==> src/rtl/alu_share_arbiter.sv <==
// alu_share_arbiter: lets two requesters share one combinational ALU.
// At most one requester is granted per cycle. The granted requester's opcode and
// operands are steered into the ALU, and the ALU outputs are captured in a
// 1-entry response register that the consumer drains with rsp_rdy_arb_i.
// A requester can lock ownership across several ops. The lock is released when
// the owner issues an op with lock low, or when the owner drops its request.
// Optional feature: define ALU_ARB_RR_EN to break ties round-robin.
// Without it, ties use fixed priority and requester 0 wins.
module alu_share_arbiter #(
    parameter int                DATA_W  = 32,
    parameter int                OP_W    = 6,
    parameter logic [OP_W-1:0]   OP_IDLE = '0
) (
    input  logic                 clk,
    input  logic                 reset,
    input  logic                 req0_arb_i,
    input  logic                 lock0_arb_i,
    input  logic [OP_W-1:0]      op0_arb_i,
    input  logic [DATA_W-1:0]    opr_a0_arb_i,
    input  logic [DATA_W-1:0]    opr_b0_arb_i,
    output logic                 gnt0_arb_o,
    input  logic                 req1_arb_i,
    input  logic                 lock1_arb_i,
    input  logic [OP_W-1:0]      op1_arb_i,
    input  logic [DATA_W-1:0]    opr_a1_arb_i,
    input  logic [DATA_W-1:0]    opr_b1_arb_i,
    output logic                 gnt1_arb_o,
    output logic [OP_W-1:0]      op_alu_o,
    output logic [DATA_W-1:0]    opr_a_alu_o,
    output logic [DATA_W-1:0]    opr_b_alu_o,
    input  logic [DATA_W-1:0]    res_alu_i,
    input  logic                 z_alu_i,
    input  logic                 n_alu_i,
    output logic                 vld0_arb_o,
    output logic                 vld1_arb_o,
    output logic [DATA_W-1:0]    res_arb_o,
    output logic                 z_arb_o,
    output logic                 n_arb_o,
    input  logic                 rsp_rdy_arb_i
);

    logic              vld_q;
    logic              id_q;
    logic              last_q;
    logic              lock_q;
    logic              lock_id_q;
    logic [DATA_W-1:0] res_q;
    logic              z_q;
    logic              n_q;

    logic              free;
    logic              gnt0;
    logic              gnt1;
    logic              gnt_any;
    logic              owner_req;

    // The slot is free when it is empty, or when it is being drained this cycle.
    assign free      = !vld_q | rsp_rdy_arb_i;
    assign gnt_any   = gnt0 | gnt1;
    assign owner_req = lock_id_q ? req1_arb_i : req0_arb_i;

`ifndef ALU_ARB_RR_EN
    // last_q is only consulted for round-robin ties. This keeps it visibly consumed.
    logic unused_last;
    assign unused_last = last_q;
`endif

    // Grant decision: lock owner first, then single requester, then tie-break.
    always_comb begin
        gnt0 = 1'b0;
        gnt1 = 1'b0;
        if (!reset && free) begin
            if (lock_q) begin
                if (lock_id_q) gnt1 = req1_arb_i;
                else           gnt0 = req0_arb_i;
            end else if (req0_arb_i && req1_arb_i) begin
`ifdef ALU_ARB_RR_EN
                if (last_q) gnt0 = 1'b1;
                else        gnt1 = 1'b1;
`else
                gnt0 = 1'b1;
`endif
            end else begin
                gnt0 = req0_arb_i;
                gnt1 = req1_arb_i;
            end
        end
    end

    // Steer the granted requester into the ALU. Drive idle values when nobody is granted.
    always_comb begin
        op_alu_o    = OP_IDLE;
        opr_a_alu_o = '0;
        opr_b_alu_o = '0;
        if (gnt0) begin
            op_alu_o    = op0_arb_i;
            opr_a_alu_o = opr_a0_arb_i;
            opr_b_alu_o = opr_b0_arb_i;
        end else if (gnt1) begin
            op_alu_o    = op1_arb_i;
            opr_a_alu_o = opr_a1_arb_i;
            opr_b_alu_o = opr_b1_arb_i;
        end
    end

    // Response register, ownership history and lock tracking.
    always_ff @(posedge clk) begin
        if (reset) begin
            vld_q     <= 1'b0;
            id_q      <= 1'b0;
            last_q    <= 1'b1;
            lock_q    <= 1'b0;
            lock_id_q <= 1'b0;
            res_q     <= '0;
            z_q       <= 1'b0;
            n_q       <= 1'b0;
        end else begin
            if (gnt_any) begin
                vld_q  <= 1'b1;
                id_q   <= gnt1;
                last_q <= gnt1;
                res_q  <= res_alu_i;
                z_q    <= z_alu_i;
                n_q    <= n_alu_i;
            end else if (rsp_rdy_arb_i) begin
                vld_q  <= 1'b0;
            end

            // A granted op sets the lock state from its own lock bit, which covers
            // both acquiring the lock and releasing it. If the owner stops requesting,
            // the lock is dropped so the other requester cannot starve.
            if (gnt_any) begin
                lock_q    <= gnt1 ? lock1_arb_i : lock0_arb_i;
                lock_id_q <= gnt1;
            end else if (lock_q && !owner_req) begin
                lock_q    <= 1'b0;
            end
        end
    end

    assign gnt0_arb_o = gnt0;
    assign gnt1_arb_o = gnt1;
    assign vld0_arb_o = vld_q & !id_q;
    assign vld1_arb_o = vld_q &  id_q;
    assign res_arb_o  = res_q;
    assign z_arb_o    = z_q;
    assign n_arb_o    = n_q;

endmodule
==> config.mk <==
export PLATFORM = sky130hd
export DESIGN_NAME = alu_share_arbiter
export DESIGN_NICKNAME = d
export VERILOG_FILES = /design/src/rtl/alu_share_arbiter.sv
export SDC_FILE = /design/constraint.sdc
export NUM_CORES = 1
export LEC_CHECK = 0
export BUFFER_PORTS_ARGS = -buffer_cell sky130_fd_sc_hd__buf_2
export CAP_MARGIN = 20
export CORE_AREA = 5 5 110 112
export DETAILED_ROUTE_END_ITERATION = 12
export DIE_AREA = 0 0 115 117
export PLACE_DENSITY = 0.51
export SYNTH_ARGS = -nofsm -noshare
export SYNTH_HDL_FRONTEND = slang
export SYNTH_SLANG_ARGS = --single-unit
==> constraint.sdc <==
create_clock -name clk -period 8 [get_ports clk]
set_input_delay 2.4 -clock clk [delete_from_list [all_inputs] [get_ports clk]]
set_output_delay 2.4 -clock clk [all_outputs]
set_load 0.05 [all_outputs]
Word-level counts from Yosys, hierarchy flattened
Index checks and enable logic that the tools add are counted.
{"block": "totals", "register_bits": 37, "inputBits": 181, "elab_cells": 39}
{"block": "op_classes", "n_mux": 20, "bitwise": 4, "reduce_logical": 9}
{"cell": "$mux 32", "count": 4}
{"cell": "$mux 1", "count": 14}
{"cell": "$mux 6", "count": 2}
{"cell": "$logic_not 1->1", "count": 4}
{"cell": "$reduce_bool 2->1", "count": 2}
{"cell": "$logic_and 1x1->1", "count": 3}
{"cell": "$and 1x1->1", "count": 2}
{"cell": "$or 1x1->1", "count": 2}

Depth between registers and ports, before layout
{"block": "depth", "ltp_word": 6, "ltp_mapped": 6}

Worst setup path after synthesis
OpenSTA, ideal clock, no wires.
{"block": "synth_path", "path_kind": "input -> output", "startpoint": "input rsp_rdy_arb_i", "endpoint": "output op_alu_o[0]", "t_arrival_ns": 4.200, "required_time_ns": 5.600, "setup_slack_ns": 1.400, "path_stages": 6, "n_path_buf": 2, "path_cell_list": "nor2b_1 nor2_1 and3_1 clkbuf_1 clkbuf_1 a22o_1"}
{"block": "synth_between", "word_cells_on_any_way": 6}
{"element": "start: declaration", "line": "39", "text": "input logic rsp_rdy_arb_i"}
{"element": "$or 1x1->1", "line": "58", "text": "assign free = !vld_q | rsp_rdy_arb_i;"}
{"element": "$logic_and 1x1->1", "line": "72", "text": "if (!reset && free) begin"}
{"element": "$mux 1", "line": "72"}
{"element": "named net gnt0_arb_o", "line": "21", "text": "output logic gnt0_arb_o,"}
{"element": "$mux 6", "line": "95", "text": "if (gnt0) begin"}
{"element": "end: declaration", "line": "28", "text": "output logic [OP_W-1:0] op_alu_o,"}
The timed path passes the listed nets, and every way through them passes these cells.

Worst setup path in the final report
{"block": "layout_path", "startpoint": "input reset", "endpoint": "output opr_b_alu_o[12]"}
{"block": "layout_between", "elab_chain_len": 5, "word_cells_on_any_way": 6}
{"element": "start: declaration", "line": "15", "text": "input logic reset,"}
{"element": "$logic_not 1->1 *", "line": "72"}
{"element": "$logic_and 1x1->1 *", "line": "72"}
{"element": "$mux 1", "line": "72"}
{"element": "$mux 32", "line": "99", "text": "end else if (gnt1) begin"}
{"element": "$mux 32 *", "line": "95"}
{"element": "end: declaration", "line": "30", "text": "output logic [DATA_W-1:0] opr_b_alu_o,"}
Every way passes the cells marked *; elsewhere a longest branch is shown, timed or not.

==> impl_results.md <==
- Top_reg_cell synth: dfxtp_1
- M1 WL: 4.25 mm
- Routed wl met2: 5.19 mm
- Clk pin slew, worst setup/hold paths: 0.06 ns
- Worst EP required: 5.60 ns
- Number of global-route vias before repair: 2,700
- Setup Buffers After CTS: 0
- Total core area: 11,100 µm²
- Synthesized net count: 440
- Initial Util: 18.6%
- # DRC: 0
- Final period utilization: 84.9%
- Unrepaired setup endpoints after global routing: no
- Final layout net count: 712
- Die area: 13,500 µm²
- Peak VDD IR: 0.000104 V
- Highest routed layer: met4
- Fin Setup TNS: 0 ns
- Sink Count: 37
- DR iter-0 viols: 147
- First-pass GRT wire length: 14.0 mm
- Part of the power in registers: 30.1%
- Asr flop ratio synth: 0%
- Seq/Total Area, Yosys: 35.7%
- Hold-fix buffers, CTS: 0
- Worst-skew pair later-pin latency: 0.28 ns
- Clk root buf: clkbuf_16
- Commonest non-fill, non-tap cell in the layout: buf_2
- Synthesized instance count: 259
- Std-Cell Rows: 39
- Rel. slew slack: 48.0%
- Fin crit period: 6.79 ns
- Clock power share: 28.3%
- Largest net degree at the start of global routing: 73
- TritonCTS buffer count: 5
- Min-Delay Path Class: flop to flop
- Setup violators final: 0
- Area Growth Syn to Fin: 82.3%
- Die Width: 115 µm
- Library cells used by synthesis: 23
- Mean Syn Cell Area: 8.00 µm²
- Clock Path Buffers: 2
- Status: finished clean
- Final hold violation count: 0
- Worst-path maximum fanout: 52
- Net Sw Frac: 41.3%
- Max Clock Skew: 0.00718 ns
- Critical Path AT: 4.39 ns
- Cell area power density: 180 nW/µm²
- Yosys warnings: 0
- LEAKAGE: 2.13 nW
- Net Switching: 0.280 mW
- Wire length on met3: 1.16 mm
- Internal power: 0.398 mW
- Fmax: 147 MHz
- Post-Syn Area: 2070 µm²
- Setup crit end kind: primary output
- Critical Path Start Type: input pin
- Share of cells above drive strength 1: 57.1%
- Max-slew violation count: 0
- Antenna Cells: 0
- Measured slew at the worst slew-check pin: 0.780 ns
- Post-synth EDFFs: 0
- Die Span Y: 117 µm
- DR pass1 iterations: 4
- GP Congestion: 0.719
- Via Count: 3,033
- HPWL Detailed: 8.69 mm
- Fin worst setup slack: 1.21 ns
- Crit Path Category: input pin to primary output
- CTS H-tree depth: 2
- CTS tree: done
- GRT Resource Usage Total: 13.0%
- Final ANT Viol Nets: 0
- WL final: 10.6 mm
- Combinational share of power: 41.6%
- Port Buf Inserts: 288
- Via-to-Cell Ratio: 4.49
- Wire per inst: 15.8 µm
- Post-place setup slack: 1.20 ns
- Total grt overflow: 0
- Ports: 289
- Post-synthesis register bit count: 37
- Max cap viols: 0
- Initial antenna violation count: 0
- Post-cts resize count: 0
- Commonest cells after routing, fill and taps aside: buf_2 (288), nand2_1 (70), a22o_1 (70)
-- path summary, 6_finish.rpt --
check        slack (ns)  cells past startpoint  startpoint         endpoint
max reg2reg        6.14                      4       vld_q           lock_q
min reg2reg        0.45                      2     z_arb_o          z_arb_o
max                1.21                      6       reset  opr_b_alu_o[12]
min                0.45                      2     z_arb_o          z_arb_o
-- cell families after synthesis --
group                  count (synthesis)  synth area share [%]
AO/OA/AOI/OAI                        112                  41.8
buffers and inverters                 28                  6.28
flip-flops                            37                  35.7
multiplexers                           2                  1.03
AND/OR/NAND/NOR                       80                  15.2
-- synthesized netlist by cell type, types with 2 or more instances --
library cell | count | area, µm²
a21oi_1 | 35 | 175
a22o_1 | 70 | 613
and3_1 | 2 | 12.5
buf_1 | 4 | 15.0
buf_2 | 2 | 10.0
buf_6 | 3 | 33.8
clkbuf_1 | 18 | 67.6
dfxtp_1 | 37 | 741
nand2_1 | 70 | 263
nor2_1 | 4 | 15.0
nor2b_1 | 2 | 12.5
-- sequential cells by signal (all words and copies together) (netlist names) --
register and flops:
res_arb_o 32, lock_id_q 1, lock_q 1, n_arb_o 1, z_arb_o 1, vld_q 1
-- power groups by stage --
stage	combinational (mW)	sequential [mW]	clock, mW
floorplan	0.154	0.245	0
global placement	0.279	0.207	0
detailed placement	0.281	0.208	0
CTS	0.282	0.204	0.198
global route	0.298	0.205	0.209
finish	0.283	0.204	0.192
-- area by class of cell --
cell class	count	area, µm²
multi-input combinational	194	1200
clock buffer	5	125
clock inverter	3	21.3
inverter	1	3.75
sequential	37	741
fill	1200	7350
tap	143	179
timing repair buffer	292	1500
-- per-stage QoR --
step                      area (µm²)  cells  total power, mW  util (%)  hold slack (ns)
after global routing            3780    675            0.713      34.0            0.468
after detailed placement        3600    666            0.489      32.4            0.445
after floorplan                 2070    259            0.398         -            0.516
after global placement          3580    665            0.486      32.2            0.440
final                           3780    675            0.678      34.0            0.451
after CTS                       3750    674            0.684      33.7            0.453
-- worst max-delay path, cell delays in order --
cell and delay, ns:
buf_2 0.60, nor2_1 0.17, and3_2 0.43, buf_12 0.26, a22o_1 0.29, buf_2 0.22
-- per-layer routing --
| metal | track usage, % | vias to the layer above |
|---|---|---|
| li1 | - | 1490 |
| met1 | 16.6 | 1378 |
| met2 | 21.7 | 159 |
| met3 | 4.58 | 6 |
| met4 | 1.88 | 0 |
| met5 | 0 | - |
Note: power is estimated with default switching activity, not from simulation.
